$ cat src/rtl/cnn_pool_stream.sv
// Streaming KxK non-overlapping max/avg pooling with optional ReLU over a raster feature map.
// One-cycle latency from window-completing beat to out_valid; in_ready drops while the output is stalled or draining.
module cnn_pool_stream #(
    parameter int DATA_W = 16,
    parameter int NUM_CH = 3,
    parameter int IN_W   = 4,
    parameter int IN_H   = 4,
    parameter int POOL_K = 2
) (
    input  logic                     clk,
    input  logic                     reset,
    input  logic                     mode,
    input  logic                     relu_en,
    input  logic                     in_valid,
    output logic                     in_ready,
    input  logic [NUM_CH*DATA_W-1:0] in_data,
    output logic                     out_valid,
    input  logic                     out_ready,
    output logic [NUM_CH*DATA_W-1:0] out_data,
    output logic                     out_last,
    output logic                     done
);
    localparam int OUT_W = IN_W / POOL_K;
    localparam int OUT_H = IN_H / POOL_K;
    localparam int LOG_K = $clog2(POOL_K);
    localparam int SH    = 2 * LOG_K;
    localparam int AW    = DATA_W + SH;
    localparam int CW    = $clog2(IN_W + 1);
    localparam int RW    = $clog2(IN_H + 1);
    localparam int IW    = (OUT_W > 1) ? $clog2(OUT_W) : 1;

    localparam logic [CW-1:0] C_COL_LAST = CW'(IN_W - 1);
    localparam logic [CW-1:0] C_K_LAST   = CW'(POOL_K - 1);
    localparam logic [CW-1:0] C_OW       = CW'(OUT_W);
    localparam logic [CW-1:0] C_OW_LAST  = CW'(OUT_W - 1);
    localparam logic [RW-1:0] R_ROW_LAST = RW'(IN_H - 1);
    localparam logic [RW-1:0] R_K_LAST   = RW'(POOL_K - 1);
    localparam logic [RW-1:0] R_OH       = RW'(OUT_H);
    localparam logic [RW-1:0] R_OH_LAST  = RW'(OUT_H - 1);

    typedef enum logic [1:0] {S_IDLE, S_RUN, S_DRAIN} state_t;

    state_t                     r_state, w_state_nxt;
    logic                       w_done_nxt;
    logic [CW-1:0]              r_col, r_kx, r_wx;
    logic [RW-1:0]              r_row, r_ky, r_wy;
    logic                       r_mode, r_relu, r_done;
    logic                       r_out_vld, r_out_last;
    logic [NUM_CH*DATA_W-1:0]   r_out_dat;
    logic signed [AW-1:0]       r_acc [OUT_W][NUM_CH];

    logic                       w_acc, w_pend, w_in_win, w_first, w_last;
    logic                       w_col_end, w_frame_end, w_win_last, w_mode, w_relu;
    logic [IW-1:0]              w_idx;
    logic signed [AW-1:0]       w_comb [NUM_CH];
    logic [NUM_CH*DATA_W-1:0]   w_fin;

    assign in_ready    = !reset && (r_state != S_DRAIN) && (!r_out_vld || out_ready);
    assign w_acc       = in_valid && in_ready;
    assign w_pend      = r_out_vld && !out_ready;
    assign w_in_win    = (r_wx < C_OW) && (r_wy < R_OH);
    assign w_first     = (r_kx == '0) && (r_ky == '0);
    assign w_last      = (r_kx == C_K_LAST) && (r_ky == R_K_LAST);
    assign w_col_end   = (r_col == C_COL_LAST);
    assign w_frame_end = w_col_end && (r_row == R_ROW_LAST);
    assign w_win_last  = (r_wx == C_OW_LAST) && (r_wy == R_OH_LAST);
    assign w_idx       = r_wx[IW-1:0];
    // The first beat of a frame uses the live mode pins; later beats use the latched copy.
    assign w_mode      = (r_state == S_IDLE) ? mode    : r_mode;
    assign w_relu      = (r_state == S_IDLE) ? relu_en : r_relu;

    for (genvar c = 0; c < NUM_CH; c++) begin : g_ch
        logic signed [DATA_W-1:0] w_pix;
        logic signed [AW-1:0]     w_ext, w_old, w_sh;
        assign w_pix     = in_data[c*DATA_W +: DATA_W];
        assign w_ext     = AW'(w_pix);
        assign w_old     = r_acc[w_idx][c];
        assign w_comb[c] = w_first ? w_ext :
                           w_mode  ? (w_old + w_ext) :
                           ((w_ext > w_old) ? w_ext : w_old);
        assign w_sh      = w_mode ? (w_comb[c] >>> SH) : w_comb[c];
        assign w_fin[c*DATA_W +: DATA_W] = (w_relu && w_sh[DATA_W-1]) ? '0 : w_sh[DATA_W-1:0];
    end

    always_ff @(posedge clk or posedge reset) begin
        if (reset) begin
            r_col <= '0; r_kx <= '0; r_wx <= '0;
            r_row <= '0; r_ky <= '0; r_wy <= '0;
        end else if (w_acc) begin
            if (w_col_end) begin
                r_col <= '0; r_kx <= '0; r_wx <= '0;
                if (w_frame_end) begin
                    r_row <= '0; r_ky <= '0; r_wy <= '0;
                end else begin
                    r_row <= r_row + 1'b1;
                    if (r_ky == R_K_LAST) begin
                        r_ky <= '0;
                        r_wy <= r_wy + 1'b1;
                    end else begin
                        r_ky <= r_ky + 1'b1;
                    end
                end
            end else begin
                r_col <= r_col + 1'b1;
                if (r_kx == C_K_LAST) begin
                    r_kx <= '0;
                    r_wx <= r_wx + 1'b1;
                end else begin
                    r_kx <= r_kx + 1'b1;
                end
            end
        end
    end

    always_ff @(posedge clk or posedge reset) begin
        if (reset) begin
            for (int i = 0; i < OUT_W; i++)
                for (int c = 0; c < NUM_CH; c++)
                    r_acc[i][c] <= '0;
        end else if (w_acc && w_in_win) begin
            for (int c = 0; c < NUM_CH; c++)
                r_acc[w_idx][c] <= w_comb[c];
        end
    end

    // Output slot refills in the same cycle it drains, so windows can stream back to back.
    always_ff @(posedge clk or posedge reset) begin
        if (reset) begin
            r_out_vld  <= 1'b0;
            r_out_dat  <= '0;
            r_out_last <= 1'b0;
        end else if (w_acc && w_in_win && w_last) begin
            r_out_vld  <= 1'b1;
            r_out_dat  <= w_fin;
            r_out_last <= w_win_last;
        end else if (out_ready) begin
            r_out_vld  <= 1'b0;
            r_out_last <= 1'b0;
        end
    end

    always_ff @(posedge clk or posedge reset) begin
        if (reset) begin
            r_state <= S_IDLE;
            r_mode  <= 1'b0;
            r_relu  <= 1'b0;
            r_done  <= 1'b0;
        end else begin
            r_state <= w_state_nxt;
            r_done  <= w_done_nxt;
            if (r_state == S_IDLE && w_acc) begin
                r_mode <= mode;
                r_relu <= relu_en;
            end
        end
    end

    always_comb begin
        w_state_nxt = r_state;
        w_done_nxt  = 1'b0;
        case (r_state)
            S_IDLE:  if (w_acc) w_state_nxt = w_frame_end ? S_DRAIN : S_RUN;
            S_RUN:   if (w_acc && w_frame_end) w_state_nxt = S_DRAIN;
            S_DRAIN: if (!w_pend) begin
                         w_state_nxt = S_IDLE;
                         w_done_nxt  = 1'b1;
                     end
            default: w_state_nxt = S_IDLE;
        endcase
    end

    assign out_valid = r_out_vld;
    assign out_data  = r_out_dat;
    assign out_last  = r_out_last;
    assign done      = r_done;
endmodule

$ cat config.mk
export PLATFORM = sky130hd
export DESIGN_NAME = cnn_pool_stream
export DESIGN_NICKNAME = d
export VERILOG_FILES = /design/src/rtl/cnn_pool_stream.sv
export SDC_FILE = /design/constraint.sdc
export NUM_CORES = 1
export LEC_CHECK = 0
export BUFFER_PORTS_ARGS = -buffer_cell sky130_fd_sc_hd__buf_2
export CORE_MARGIN = 3
export CORE_UTILIZATION = 45
export CTS_BUF_LIST = sky130_fd_sc_hd__clkbuf_4 sky130_fd_sc_hd__clkbuf_8 sky130_fd_sc_hd__clkbuf_16
export CTS_CLUSTER_SIZE = 10
export DETAILED_ROUTE_END_ITERATION = 8
export PLACE_DENSITY = 0.65
export SLEW_MARGIN = 40
export SYNTH_ARGS = -nofsm -noshare
export SYNTH_HDL_FRONTEND = slang
export SYNTH_SLANG_ARGS = --single-unit
$ cat constraint.sdc
create_clock -name clk -period 5.2 [get_ports clk]
set_input_delay 0.52 -clock clk [delete_from_list [all_inputs] [get_ports clk]]
set_output_delay 0.52 -clock clk [all_outputs]
set_load 0.03 [all_outputs]
Yosys cells after proc, flatten, opt, wreduce, memory -nomap -nowiden --
Index checks and enable logic that the tools add are counted.
Storage, ports and cells: register bits 181, logic and storage cells 128, input bits 54, output and inout bits 52
Operators by class: add/subtract/negate cells 9, muxes and demuxes 49, eq/ne operators 12, reductions and logical operators 31, bitwise operators 1, order comparisons 7
Operators by type and width (number):
- bitwise mux 108 bit | 3
- two-way mux 54 bit | 4
- two-way mux 18 bit | 10
- demux 54 bit (select 1 bit) | 3
- two-way mux 16 bit | 6
- adder 18 x 16 -> 18 bit | 3
- greater-than comparator 16 x 18 -> 1 bit | 3
- two-way mux 36 bit | 1
- two-way mux 3 bit | 10
- adder 3 x 1 -> 3 bit, second input constant | 6
- logical AND 1 bit | 17
- == test 3 x 1 -> 1 bit, second input constant | 4
- two-way mux 2 bit | 4
- inequality test 2 bit, second input constant | 4
- two-way mux 1 bit | 7
- == test 3 x 2 -> 1 bit, second input constant | 2
- zero test 3 bit | 2
- less-than comparator 3 x 2 -> 1 bit, second input constant | 2
- case mux 2 bit (3 select lines) | 1
- AND reduction 3 bit | 2
- nonzero test 2 bit | 3
- AND reduction 2 bit | 2
- zero test 1 bit | 3
- == test 2 x 1 -> 1 bit, second input constant | 1
- 6 further kinds | 6

Logic depth before layout (Yosys ltp) --
Gate-level depths: netlist of the first run.
depth after elaboration 11, mapped depth 18, mapped depth without buffers 12

Worst setup path before layout of the first run --
Ideal clock, no wire load.
path type input-to-reg, start point in reset, end point reg r_out_dat[17], in the netlist out_data[17], buffers on the path 1, path slack -1646 ps, stages 8, arrival 6780 ps, setup time 66 ps, required time 5134 ps, path through inv_1 and3_1 nand2_1 or4b_2 nor3b_1 o21a_1 buf_4 a22o_1
On the way: word-level cells in the longest chain between the ends 6
Ends and longest elaborated chain:
- start, declared | line 11 | input logic reset,
- zero test 1 bit (no source line)
- logical AND 1 bit (2 in a row) | line 58 | assign in_ready = !reset && (r_state != S_DRAIN) && (!r_out_vld || out_ready);
- via in_ready | line 15 | output logic in_ready,
- logical AND 1 bit | line 59 | assign w_acc = in_valid && in_ready;
- logical AND 1 bit (2 in a row) | line 132 | end else if (w_acc && w_in_win && w_last) begin
- end signal, assigned | line 134 | r_out_dat <= w_fin;
- end, declared | line 49 | logic [NUM_CH*DATA_W-1:0] r_out_dat;
The timed path passes the listed nets, and every way through them passes these cells. A chain may end at the register's enable or synchronous reset.

Worst setup path after layout of the first run --
start point reg r_wx[0], end point reg r_out_dat[16], in the netlist out_data[16]
On the way: word-level cells in the longest chain between the ends 11, elaborated cells between the ends (all ways) 16, classes of those cells 1 x add/sub; 2 x order compare; 8 x mux; 1 x bitwise; 4 x reduce/logical
Ends and longest elaborated chain:
- start, declared | line 45 | logic [CW-1:0] r_col, r_kx, r_wx;
- start signal, assigned | line 107 | r_wx <= r_wx + 1'b1;
- NOT 1 -> 2 bit (not written as such) | line 77 | assign w_old = r_acc[w_idx][c];
- two-way mux 54 bit (3 in a row)
- greater-than comparator 16 x 18 -> 1 bit | line 80 | ((w_ext > w_old) ? w_ext : w_old);
- two-way mux 18 bit | line 80
- two-way mux 18 bit | line 79 | w_mode ? (w_old + w_ext) :
- two-way mux 18 bit | line 78 | assign w_comb[c] = w_first ? w_ext :
- two-way mux 16 bit | line 81 | assign w_sh = w_mode ? (w_comb[c] >>> SH) : w_comb[c];
- logical AND 1 bit | line 82 | assign w_fin[c*DATA_W +: DATA_W] = (w_relu && w_sh[DATA_W-1]) ? '0 : w_sh[DATA_W-1:0];
- two-way mux 16 bit | line 82
Several ways; a longest one is shown, not always the timed one. The select of a mux whose other input is x is not followed.

==> results of run 1 <==
[cell usage in the layout, fill, tap and decap left out, types with 17 or more instances in the layout]
| master | n |
|---|---|
| a21oi_1 | 89 |
| a22o_1 | 31 |
| buf_2 | 105 |
| buf_4 | 25 |
| clkbuf_16 | 17 |
| dfrtp_1 | 180 |
| ha_1 | 112 |
| inv_1 | 90 |
| mux2_2 | 72 |
| mux2i_1 | 38 |
| nand2_1 | 190 |
| nand2b_1 | 18 |
| nand3_1 | 21 |
| nor2_1 | 102 |
| nor2b_1 | 21 |
| nor3_1 | 24 |
| o21ai_0 | 127 |
| xnor2_1 | 34 |
[stage by stage]
step	utilization	total power, W
floorplan	-	0.00672
global placement	0.492	0.00821
CTS	0.514	0.00970
global route	0.515	0.0105
finish	0.515	0.00974
detailed placement	0.493	0.00830
[final timing paths]
check | to | slack, ns | startpoint | depth (start not counted)
worst max register to register | out_data[16]$_DFFE_PP0P_ | 0.82 | r_wx[0]$_DFFE_PP0P_ | 13
min in group clk | r_relu$_DFFE_PP0P_ | 0.35 | relu_en | 2
worst max-delay path | out_data[16]$_DFFE_PP0P_ | 0.82 | r_wx[0]$_DFFE_PP0P_ | 13
worst min register to register | out_data[40]$_DFFE_PP0P_ | 0.47 | out_data[40]$_DFFE_PP0P_ | 2
worst min-delay path | out_data[11]$_DFFE_PP0P_ | 0.17 | reset | 3
max in group asynchronous | r_wx[0]$_DFFE_PP0P_ | 3.71 | reset | 5
[power groups by stage]
stage	Clock, W	Sequential [W]	Combinational, W
2_1_floorplan	0	0.00244	0.00428
3_3_place_gp	0	0.00233	0.00588
3_5_place_dp	0	0.00234	0.00595
4_1_cts	0.00139	0.00232	0.00599
5_1_grt	0.00145	0.00239	0.00669
6_report	0.00137	0.00232	0.00605
[worst register-to-register path: stages (launching register included)]
cell,delay (ns)
dfrtp_4,0.78
buf_12,0.31
mux2_2,0.41
inv_1,0.07
ha_1,0.31
nor3_1,0.20
o21ai_0,0.16
a31oi_1,0.42
o211ai_1,0.18
a31oi_1,0.24
xnor2_1,0.11
o22ai_1,0.28
o21a_1,0.59
a32o_1,0.26
[cells by family (layout without fill, tap and decap cells)]
group                      after synthesis  in the layout  share of synthesized area
buffers and inverters                  164            256                     0.0485
and+or+nand+nor                        447            447                      0.155
xor gates and xnor gates                46             46                     0.0304
muxes                                  112            112                     0.0917
DFF                                    181            181                      0.342
AOI/OAI and AO/OA                      442            442                      0.222
adders and majority gates              115            115                      0.110
[registers in the layout (all words and copies together) (netlist names)]
signal,cells
r_wx,3
r_ky,3
out_last,1
done,1
out_valid,1
r_mode,1
r_wy,3
r_kx,3
r_relu,1
out_data,48
r_state,2
r_acc,108
r_row,3
r_col,3
[per-layer routing]
| metal | global-route usage | up-vias | wire, um |
|---|---|---|---|
| met5 | 0 | - | 0 |
| met4 | 0.0645 | 0 | 629 |
| met3 | 0.0377 | 49 | 1990 |
| met2 | 0.392 | 339 | 17700 |
| met1 | 0.348 | 5683 | 18000 |
| li1 | - | 5584 | - |
[cell type report]
| cell class | instances | area share |
|---|---|---|
| clock inverters | 13 | 0.0109 |
| multi-input cells | 1162 | 0.547 |
| clock buffers | 19 | 0.0301 |
| repair buffers | 133 | 0.0515 |
| well taps | 384 | 0.0323 |
| flip-flops and latches | 181 | 0.305 |
| inverters | 91 | 0.0232 |
==> metrics.md, run 1 <==
| Metric | Value |
|---|---|
| Die Wd | `178 um` |
| Number of synthesized register bits | `around 180` |
| Fin nets | `about 1800` |
| Sink Count | `~180` |
| IO Pins | `around 110` |
| Worst Tran Pin Value | `roughly 0.86 ns` |
| Comb power frac | `0.621` |
| FILL cells | `~2800` |
| Final setup violation count | `0` |
| Fin crit period | `between 4 and 5 ns` |
| Synth Area per Inst | `8.80 um^2` |
| Peak VDD IR | `0.000293 V` |
| Reg area | `~4500 um^2` |
| Largest net degree at the start of global routing | `80` |
| Die ar. | `approximately 32000 um^2` |
| TNS Setup | `0 ns` |
| PwrDens | `roughly 660 nW/um^2` |
| Gpl congestion | `0.915` |
| Distinct cell type count after synthesis | `84` |
| Post-synth top cells | `190 x nand2_1, 181 x dfrtp_1, 127 x o21ai_0` |
| Final Slew Violations | `0` |
| Gr usage total | `0.245` |
| Die height | `around 180 um` |
| CTS tree | `built` |
| Synthesized cell area | `around 13000 um^2` |
| Crit path max-delay cell type | `dfrtp_4` |
| Min-delay worst type | `input port to asynchronous set/reset pin` |
| Worst Setup Start Kind | `flop` |
| Cell family with most CP delay | `compound AO/OA/AOI/OAI gates` |
| Critical path type | `flop to flop` |
| Buf/Inv on CP | `2` |
| Final Hold Viols | `0` |
| Avg WL per Cell | `just under 20 um` |
| Fin Hold WS | `between 0.15 and 0.2 ns` |
| Max Fclk | `between 200 and 250 MHz` |
| YS warnings | `0` |
| Sw Ratio | `0.482` |
| Post-Layout Cell Count | `around 2000` |
| Clock transition at path regs | `about 0.070 ns` |
| Worst Skew | `about 0.012 ns` |
| Area leader, netlist | `dfrtp_1` |
| Maximum clock path buffer count | `2` |
| Total net switching power | `~0.0047 W` |
| Critical-path cell list | `buf_12 -> mux2_2 -> inv_1 -> ha_1 -> nor3_1 -> o21ai_0 -> a31oi_1 -> o211ai_1 -> a31oi_1 -> xnor2_1 -> o22ai_1 -> o21a_1 -> a32o_1` |
| Post-CTS Resized | `0` |
| Clk root buf | `clkbuf_16` |
| Sequential power share | `0.239` |
| Vias | `11700` |
| Total Routed Length | `approximately 38000 um` |
| Vias in the first global route | `11500` |
| Gate Count Post-Synth | `1507` |
| Critical Path Most Common Cell | `a31oi_1` |
| Number of DRC markers in iteration 0 | `between 900 and 1000` |
| Initial Utilization | `0.459` |
| Post-route design area | `roughly 15000 um^2` |
| Area of the multi-input gates | `about 8100 um^2` |
| DP HPWL | `between 20000 and 30000 um` |
| CORE AREA | `slightly below 30000 um^2` |
| Most common cell in the synthesized netlist | `nand2_1` |
| First-pass GRT wire length | `around 60000 um` |
| Vias per Instance | `around 5.9` |
| Placement row count | `between 60 and 70` |
| Post-synth top area share | `0.342` |
| P_leak | `roughly 7 nW` |
| P&R area growth vs syn | `12.1%` |
| Postcts setup bufs | `0` |
| Crit end category | `flop` |
| Outcome | `finished clean` |
| Initial antenna violation count | `0` |
| Sequential-to-total area share from yosys stat | `0.342` |
| Slowest stage delay, CP | `0.78 ns` |
| DR pass1 iterations | `5` |
| Final Cycle Share | `0.841` |
| Post-synth EDFFs | `0` |
| Worst slack, placed | `about 0.63 ns` |
| Clk pwr share | `0.140` |
| Arrival @ worst endpoint | `roughly 4.8 ns` |
| Routed Antenna Nets | `0` |
| Slew HR | `0.426` |
| Cell count after placement | `1950` |
| Int Pwr | `slightly above 0.005 W` |
| Async SR Flop Fraction | `1.00` |
| Layout cells sized above 1 | `0.169` |
| Syn nets | `1676` |
| PortBufs | `~110` |
| PnR worst setup slack | `between 0.8 and 0.9 ns` |
| CTS Buf Count | `17` |
| Maxcap violations | `0` |
| ANT cells | `0` |
| CP Max Fanout | `31` |
| CP required | `5.58 ns` |
| CTS Hold Buffers Added | `0` |
| Synth Flop Type | `dfrtp_1` |
| DRC | `0` |
| Worst skew pair latency | `about 0.44 ns` |
| RSZ-0062 raised after global routing | `no` |
| Global route overflow | `0` |
| Placed instance area | `about 14000 um^2` |
| H-tree level count | `4` |
| Synth top area cells | `dfrtp_1 34%, ha_1 11%, mux2_2 6.2%` |
Note: power is estimated with default switching activity, not from simulation.
==> inputs of run 2 (changes only) <==
Clock period 5.2 ns to 3.95 ns, I/O delays scaled along.
==> run 2 against run 1 <==
Effect of this change:
- combinational power up 40%
- clock power rose by 26%
- via count rose by 1.0%
- hold slack worse by 0.0048 ns
- largest cell class unchanged
- critical endpoint is now out_data[41]$_DFFE_PP0P_
- setup slack got worse by 0.67 ns
- register-to-register slack got worse by 0.67 ns
- highest routed layer unchanged
==> metrics.md, run 2 (same netlist as run 1, synthesis figures left out) <==
| Metric | Value |
|---|---|
| DR pass1 iterations | `5 (unchanged)` |
| Arrival @ worst endpoint | `4.11 ns (was 4.76 ns)` |
| Crit end category | `flop (unchanged)` |
| P&R area growth vs syn | `14.9% (was 12.1%)` |
| Vias | `11800 (was 11700)` |
| Die ar. | `31600 um^2 (unchanged)` |
| Avg WL per Cell | `19.3 um (was 19.4 um)` |
| Critical path type | `flop to flop (unchanged)` |
| Area of the multi-input gates | `8190 um^2 (was 8120 um^2)` |
| Max FFs per register | `108 (unchanged)` |
| Post-Layout Cell Count | `2023 (was 1983)` |
| ANT cells | `0 (unchanged)` |
| Gpl congestion | `0.899 (was 0.915)` |
| Placement row count | `62 (unchanged)` |
| Critical-path cell list | `buf_12 -> mux2_2 -> inv_1 -> ha_1 -> and4_1 -> and3_1 -> a2bb2oi_1 -> nand2_1 -> o21a_1 -> o2bb2ai_1 -> a21oi_1 -> a21oi_1 -> o21ai_2 (was buf_12 -> mux2_2 -> inv_1 -> ha_1 -> nor3_1 -> o21ai_0 -> a31oi_1 -> o211ai_1 -> a31oi_1 -> xnor2_1 -> o22ai_1 -> o21a_1 -> a32o_1)` |
| DRC | `0 (unchanged)` |
| Initial Utilization | `0.459 (unchanged)` |
| Clock transition at path regs | `0.07 ns (about the same)` |
| Worst slack, placed | `0.0474 ns (was 0.630 ns)` |
| IO Pins | `106 (unchanged)` |
| Worst Tran Pin Value | `0.796 ns (was 0.860 ns)` |
| CP Max Fanout | `27 (was 31)` |
| Number of DRC markers in iteration 0 | `1001 (was 924)` |
| PortBufs | `105 (unchanged)` |
| Reg2reg end | `out_data[41]$_DFFE_PP0P_ (was out_data[16]$_DFFE_PP0P_)` |
| Slowest stage delay, CP | `0.46 ns (was 0.78 ns)` |
| PnR worst setup slack | `0.159 ns (was 0.824 ns)` |
| Die height | `178 um (unchanged)` |
| Met3 Resource Use GR | `0.0332 (was 0.0377)` |
| Routed Antenna Nets | `0 (unchanged)` |
| Peak VDD IR | `0.000391 V (was 0.000293 V)` |
| Critical Path Most Common Cell | `a21oi_1 (was a31oi_1)` |
| Placed instance area | `14500 um^2 (was 14200 um^2)` |
| Final Slew Violations | `0 (unchanged)` |
| Clk root buf | `clkbuf_16 (unchanged)` |
| Post-route design area | `15200 um^2 (was 14900 um^2)` |
| CORE AREA | `28900 um^2 (unchanged)` |
| Sink Count | `181 (unchanged)` |
| Vias per Instance | `5.82 (was 5.88)` |
| RSZ-0062 raised after global routing | `yes (was no)` |
| CTS Buf Count | `17 (unchanged)` |
| PwrDens | `868 nW/um^2 (was 656 nW/um^2)` |
| Worst Setup Start Kind | `flop (unchanged)` |
| Final Hold Viols | `0 (unchanged)` |
| Most frequent cells in the layout | `190 x nand2_1, 180 x dfrtp_1, 125 x o21ai_0 (was 190 x nand2_1, 180 x dfrtp_1, 127 x o21ai_0)` |
| H-tree level count | `4 (unchanged)` |
| Maxcap violations | `0 (unchanged)` |
| Met2 Usage GRT | `0.395 (was 0.392)` |
| Outcome | `finished clean (unchanged)` |
| Most common cell after layout, fill and taps aside | `nand2_1 (unchanged)` |
| Worst Reg-to-Reg Cells | `13 (unchanged)` |
| GR Util met1 | `0.357 (was 0.348)` |
| Cell count after placement | `1987 (was 1950)` |
| Max Fclk | `264 MHz (was 229 MHz)` |
| Fin Hold WS | `0.162 ns (was 0.166 ns)` |
| Worst Skew | `0.0111 ns (was 0.0118 ns)` |
| Layout cells sized above 1 | `0.198 (was 0.169)` |
| First-pass GRT wire length | `62100 um (was 61700 um)` |
| Fin crit period | `3.79 ns (was 4.38 ns)` |
| FILL cells | `2721 (was 2763)` |
| Gr usage total | `0.249 (was 0.245)` |
| Maximum clock path buffer count | `2 (unchanged)` |
| Largest Register | `r_acc (unchanged)` |
| Largest net degree at the start of global routing | `71 (was 80)` |
| Fin nets | `1795 (was 1755)` |
| Gr busiest metal | `met2 (unchanged)` |
| P_leak | `7.21 nW (was 7.00 nW)` |
| CTS tree | `built (unchanged)` |
| Final setup violation count | `0 (unchanged)` |
| Initial antenna violation count | `0 (unchanged)` |
| Vias in the first global route | `11500 (about the same)` |
| Min-delay worst type | `input port to asynchronous set/reset pin (unchanged)` |
| RR Startpoint | `r_wx[0]$_DFFE_PP0P_ (unchanged)` |
| Slew HR | `0.468 (was 0.426)` |
| Total Routed Length | `39000 um (was 38400 um)` |
| Crit path max-delay cell type | `dfrtp_2 (was dfrtp_4)` |
| R2R Setup Slk | `0.16 ns (was 0.82 ns)` |
| Global route overflow | `0 (unchanged)` |
| Final Cycle Share | `0.960 (was 0.841)` |
| DP HPWL | `28100 um (was 27700 um)` |
| Worst skew pair latency | `0.45 ns (was 0.44 ns)` |
| CP required | `4.27 ns (was 5.58 ns)` |
| Layout Utilization | `0.528 (was 0.515)` |
| Die Wd | `178 um (unchanged)` |
| Reg area | `4530 um^2 (about the same)` |
[run 2: how the worst max path moves through the flow]
| stage | slack, ns | startpoint | to | depth (start not counted) |
|---|---|---|---|---|
| after floorplan | -0.97 | reset | r_acc[17]$_DFFE_PP0P_ | 7 |
| after CTS | 0.02 | r_wx[0]$_DFFE_PP0P_ | r_acc[68]$_DFFE_PP0P_ | 13 |
| after detailed placement | 0.05 | r_wx[0]$_DFFE_PP0P_ | out_data[39]$_DFFE_PP0P_ | 14 |
| after global routing | -0.05 | r_wx[0]$_DFFE_PP0P_ | out_data[43]$_DFFE_PP0P_ | 15 |
| final | 0.16 | r_wx[0]$_DFFE_PP0P_ | out_data[41]$_DFFE_PP0P_ | 13 |
| after global placement | -0.03 | r_wx[0]$_DFFE_PP0P_ | out_data[39]$_DFFE_PP0P_ | 14 |
[run 2: where the power goes]
part / internal (W) / switching (W)
Clock: 0.000874 / 0.000853
Combinational: 0.00342 / 0.00507
Sequential: 0.00258 / 0.000434
Total: 0.00687 / 0.00636
[run 2: layout make-up]
type	count	area share
multi-input cells	1162	0.538
well taps	384	0.0315
repair buffers	173	0.0718
clock inverters	13	0.00895
flip-flops and latches	181	0.297
inverters	91	0.0227
clock buffers	19	0.0297
[run 2: timing repair]
item,CTS,global route
gates resized for setup,1,18
endpoints found under the hold margin,0,0
hold buffers,0,0
pin swaps,0,3
setup buffers,0,4
gates cloned,0,0
setup endpoints to repair,1,60
[run 2: routing by layer]
metal | share of wire | vias to the layer above
li1 | - | 5657
met1 | 0.48 | 5711
met2 | 0.45 | 355
met3 | 0.057 | 50
met4 | 0.017 | 0
met5 | 0 | -
[run 2: worst max-delay path: cells and delay by family (launching register included)]
kind | cells | cell delay, ns
AND/OR/NAND/NOR | 3 | 0.53
buffers and inverters | 2 | 0.35
adder cells (fa/ha/maj) | 1 | 0.32
flip-flops | 1 | 0.46
AO/OA/AOI/OAI | 6 | 1.60
multiplexers | 1 | 0.40
[run 2: metrics by stage]
stage / total power, W / setup TNS [ns]
6_report: 0.0132 / 0
3_3_place_gp: 0.0111 / -0.0297
3_5_place_dp: 0.0112 / 0
2_1_floorplan: 0.00884 / -144.06
4_1_cts: 0.0130 / 0
5_1_grt: 0.0143 / -0.130
==> inputs of run 3 (changes only) <==
Settings changed: CORE_UTILIZATION 45 to 51, PLACE_DENSITY 0.65 to 0.8.
==> run 3 against run 2 <==
Effect of this change:
- via count increased by 4.1%
- combinational power increased by 0.5%
- first-iteration DRC count increased by 23%
- setup slack got worse by 0.010 ns
- die area decreased by 11%
- highest routed layer unchanged
- non-clock buffer count decreased by 12
- core utilization increased by 6.7 points
- largest power group unchanged
==> metrics.md, run 3 (same netlist as run 1, synthesis figures left out) <==
| Metric | Value |
|---|---|
| Max Fclk | `263 MHz (was 264 MHz)` |
| CTS tree | `built (unchanged)` |
| Worst Tran Pin Value | `0.867 ns (was 0.796 ns)` |
| RSZ-0062 raised after global routing | `yes (unchanged)` |
| Number of DRC markers in iteration 0 | `1229 (was 1001)` |
| Placed instance area | `14400 um^2 (was 14500 um^2)` |
| Clk pwr share | `0.134 (was 0.131)` |
| Most frequent cells in the layout | `190 x nand2_1, 180 x dfrtp_1, 127 x o21ai_0 (was 190 x nand2_1, 180 x dfrtp_1, 125 x o21ai_0)` |
| PortBufs | `105 (unchanged)` |
| R2R Setup Slk | `0.15 ns (was 0.16 ns)` |
| Crit path max-delay cell type | `dfrtp_2 (unchanged)` |
| Post-Layout Cell Count | `1957 (was 2023)` |
| Most common cell after layout, fill and taps aside | `nand2_1 (unchanged)` |
| Clk root buf | `clkbuf_16 (unchanged)` |
| Critical path startpoint | `r_wx[0]$_DFFE_PP0P_ (unchanged)` |
| CP Max Fanout | `25 (was 27)` |
| Maxcap violations | `0 (unchanged)` |
| Critical-path cell list | `buf_12 -> mux2_2 -> inv_1 -> ha_1 -> or3_1 -> nor4_2 -> nor3b_1 -> a2111o_1 -> nand2_1 -> nor3_2 -> nor4_2 -> o21ai_2 -> buf_12 -> o21ai_0 (was buf_12 -> mux2_2 -> inv_1 -> ha_1 -> and4_1 -> and3_1 -> a2bb2oi_1 -> nand2_1 -> o21a_1 -> o2bb2ai_1 -> a21oi_1 -> a21oi_1 -> o21ai_2)` |
| Placement row count | `58 (was 62)` |
| Vias per Instance | `6.26 (was 5.82)` |
| Global route overflow | `0 (unchanged)` |
| DR pass1 iterations | `5 (unchanged)` |
| CP required | `4.27 ns (about the same)` |
| Outcome | `finished clean (unchanged)` |
| Worst Skew | `0.0115 ns (was 0.0111 ns)` |
| CTS Buf Count | `17 (unchanged)` |
| Layout cells sized above 1 | `0.192 (was 0.198)` |
| Initial antenna violation count | `0 (unchanged)` |
| P&R area growth vs syn | `13.9% (was 14.9%)` |
| Sink Count | `181 (unchanged)` |
| DP HPWL | `27900 um (was 28100 um)` |
| Largest net degree at the start of global routing | `78 (was 71)` |
| Initial Utilization | `0.522 (was 0.459)` |
| Buf/Inv on CP | `3 (was 2)` |
| Arrival @ worst endpoint | `4.12 ns (was 4.11 ns)` |
| Slew HR | `0.420 (was 0.468)` |
| Gr usage total | `0.272 (was 0.249)` |
| Peak VDD IR | `0.000471 V (was 0.000391 V)` |
| Crit end category | `flop (unchanged)` |
| Sequential power share | `0.226 (was 0.228)` |
| Critical path type | `flop to flop (unchanged)` |
| Avg WL per Cell | `19.8 um (was 19.3 um)` |
| Vias | `12300 (was 11800)` |
| ANT cells | `0 (unchanged)` |
| Fin nets | `1783 (was 1795)` |
| Int Pwr | `0.00685 W (was 0.00687 W)` |
| Reg2reg end | `out_data[44]$_DFFE_PP0P_ (was out_data[41]$_DFFE_PP0P_)` |
| Worst skew pair latency | `0.44 ns (was 0.45 ns)` |
| Gpl congestion | `0.955 (was 0.899)` |
| PwrDens | `881 nW/um^2 (was 868 nW/um^2)` |
| P_leak | `7.17 nW (was 7.21 nW)` |
| RR Startpoint | `r_wx[0]$_DFFE_PP0P_ (unchanged)` |
| IO Pins | `106 (unchanged)` |
| Worst Reg-to-Reg Cells | `14 (was 13)` |
| CTS Hold Buffers Added | `0 (unchanged)` |
| Overall Power | `0.0133 W (was 0.0132 W)` |
| Final Hold Viols | `0 (unchanged)` |
| Fin crit period | `3.80 ns (was 3.79 ns)` |
| Layout Utilization | `0.595 (was 0.528)` |
| Worst Setup Start Kind | `flop (unchanged)` |
| Critical Path Stages | `14 (was 13)` |
| Maximum clock path buffer count | `2 (unchanged)` |
| Comb power frac | `0.640 (was 0.642)` |
| Max FFs per register | `108 (unchanged)` |
| Die height | `167 um (was 178 um)` |
| Min-delay worst type | `input port to asynchronous set/reset pin (unchanged)` |
| Total Routed Length | `38800 um (was 39000 um)` |
| Vias in the first global route | `11900 (was 11500)` |
| Die Wd | `167 um (was 178 um)` |
| CORE AREA | `25400 um^2 (was 28900 um^2)` |
| Cell family with most CP delay | `simple AND/OR/NAND/NOR gates (was compound AO/OA/AOI/OAI gates)` |
| DRC | `0 (unchanged)` |
| Total net switching power | `0.00646 W (was 0.00636 W)` |
| H-tree level count | `4 (unchanged)` |
| Routed Antenna Nets | `0 (unchanged)` |
| Crit path capture | `out_data[44]$_DFFE_PP0P_ (was out_data[41]$_DFFE_PP0P_)` |
| Clock transition at path regs | `0.07 ns (about the same)` |
| Sw Ratio | `0.485 (was 0.481)` |
| Slowest stage delay, CP | `0.45 ns (was 0.46 ns)` |
| Die ar. | `28000 um^2 (was 31600 um^2)` |
| Final Slew Violations | `0 (unchanged)` |
| Cell count after placement | `1925 (was 1987)` |
| Post-route design area | `15100 um^2 (was 15200 um^2)` |
| Largest Register | `r_acc (unchanged)` |
| Final setup violation count | `0 (unchanged)` |
| First-pass GRT wire length | `62200 um (was 62100 um)` |
| Final Cycle Share | `0.962 (was 0.960)` |
run 3: worst min path at each step:
stage,from,endpoint,slack (ns)
floorplan,r_acc[11]$_DFFE_PP0P_,r_acc[11]$_DFFE_PP0P_,0.44
global placement,r_acc[7]$_DFFE_PP0P_,r_acc[7]$_DFFE_PP0P_,0.45
detailed placement,out_data[41]$_DFFE_PP0P_,out_data[41]$_DFFE_PP0P_,0.46
CTS,out_ready,out_last$_DFFE_PP0P_,0.22
global route,relu_en,r_relu$_DFFE_PP0P_,0.24
finish,reset,out_data[11]$_DFFE_PP0P_,0.20
run 3: tightest hold or removal path, delay by kind of cell:
kind	cells	cell delay (ns)
buffers and inverters	3	0.74
run 3: per-stage QoR:
stage               hold WS (ns)  worst slack (ns)  TNS, ns
floorplan                  0.440            -0.972  -144.06
finish                     0.203             0.149        0
global placement           0.455            0.0752        0
global route               0.239           -0.0343  -0.0343
detailed placement         0.462            0.0157        0
CTS                        0.222            0.0907        0
run 3: final cells by class:
cell class | count | area [um^2]
repair buffers | 161 | 1010
clock inverters | 15 | 183
flip-flops and latches | 181 | 4530
multi-input cells | 1162 | 8190
well taps | 330 | 413
clock buffers | 17 | 425
fillers | 2189 | 10300
inverters | 91 | 345
run 3: power by group through the flow:
stage	sequential (W)	combinational [W]	clock, W
floorplan	0.00321	0.00564	0
global placement	0.00300	0.00803	0
detailed placement	0.00302	0.00821	0
CTS	0.00300	0.00827	0.00180
global route	0.00310	0.00929	0.00189
finish	0.00301	0.00852	0.00178
run 3: repair_timing:
action                     4_1_cts  5_1_grt
setup endpoints to repair        5       50
pin swaps                        0        1
gates resized for setup          1       16
buffers inserted                 0        0
run 3: layer usage:
layer  up-vias  routed length (um)  track usage
li1       5644                   -            -
met1      5968               17000        0.384
met2       570               17800        0.433
met3        75                3190       0.0411
met4         0                 857       0.0875
met5         -                   0            0
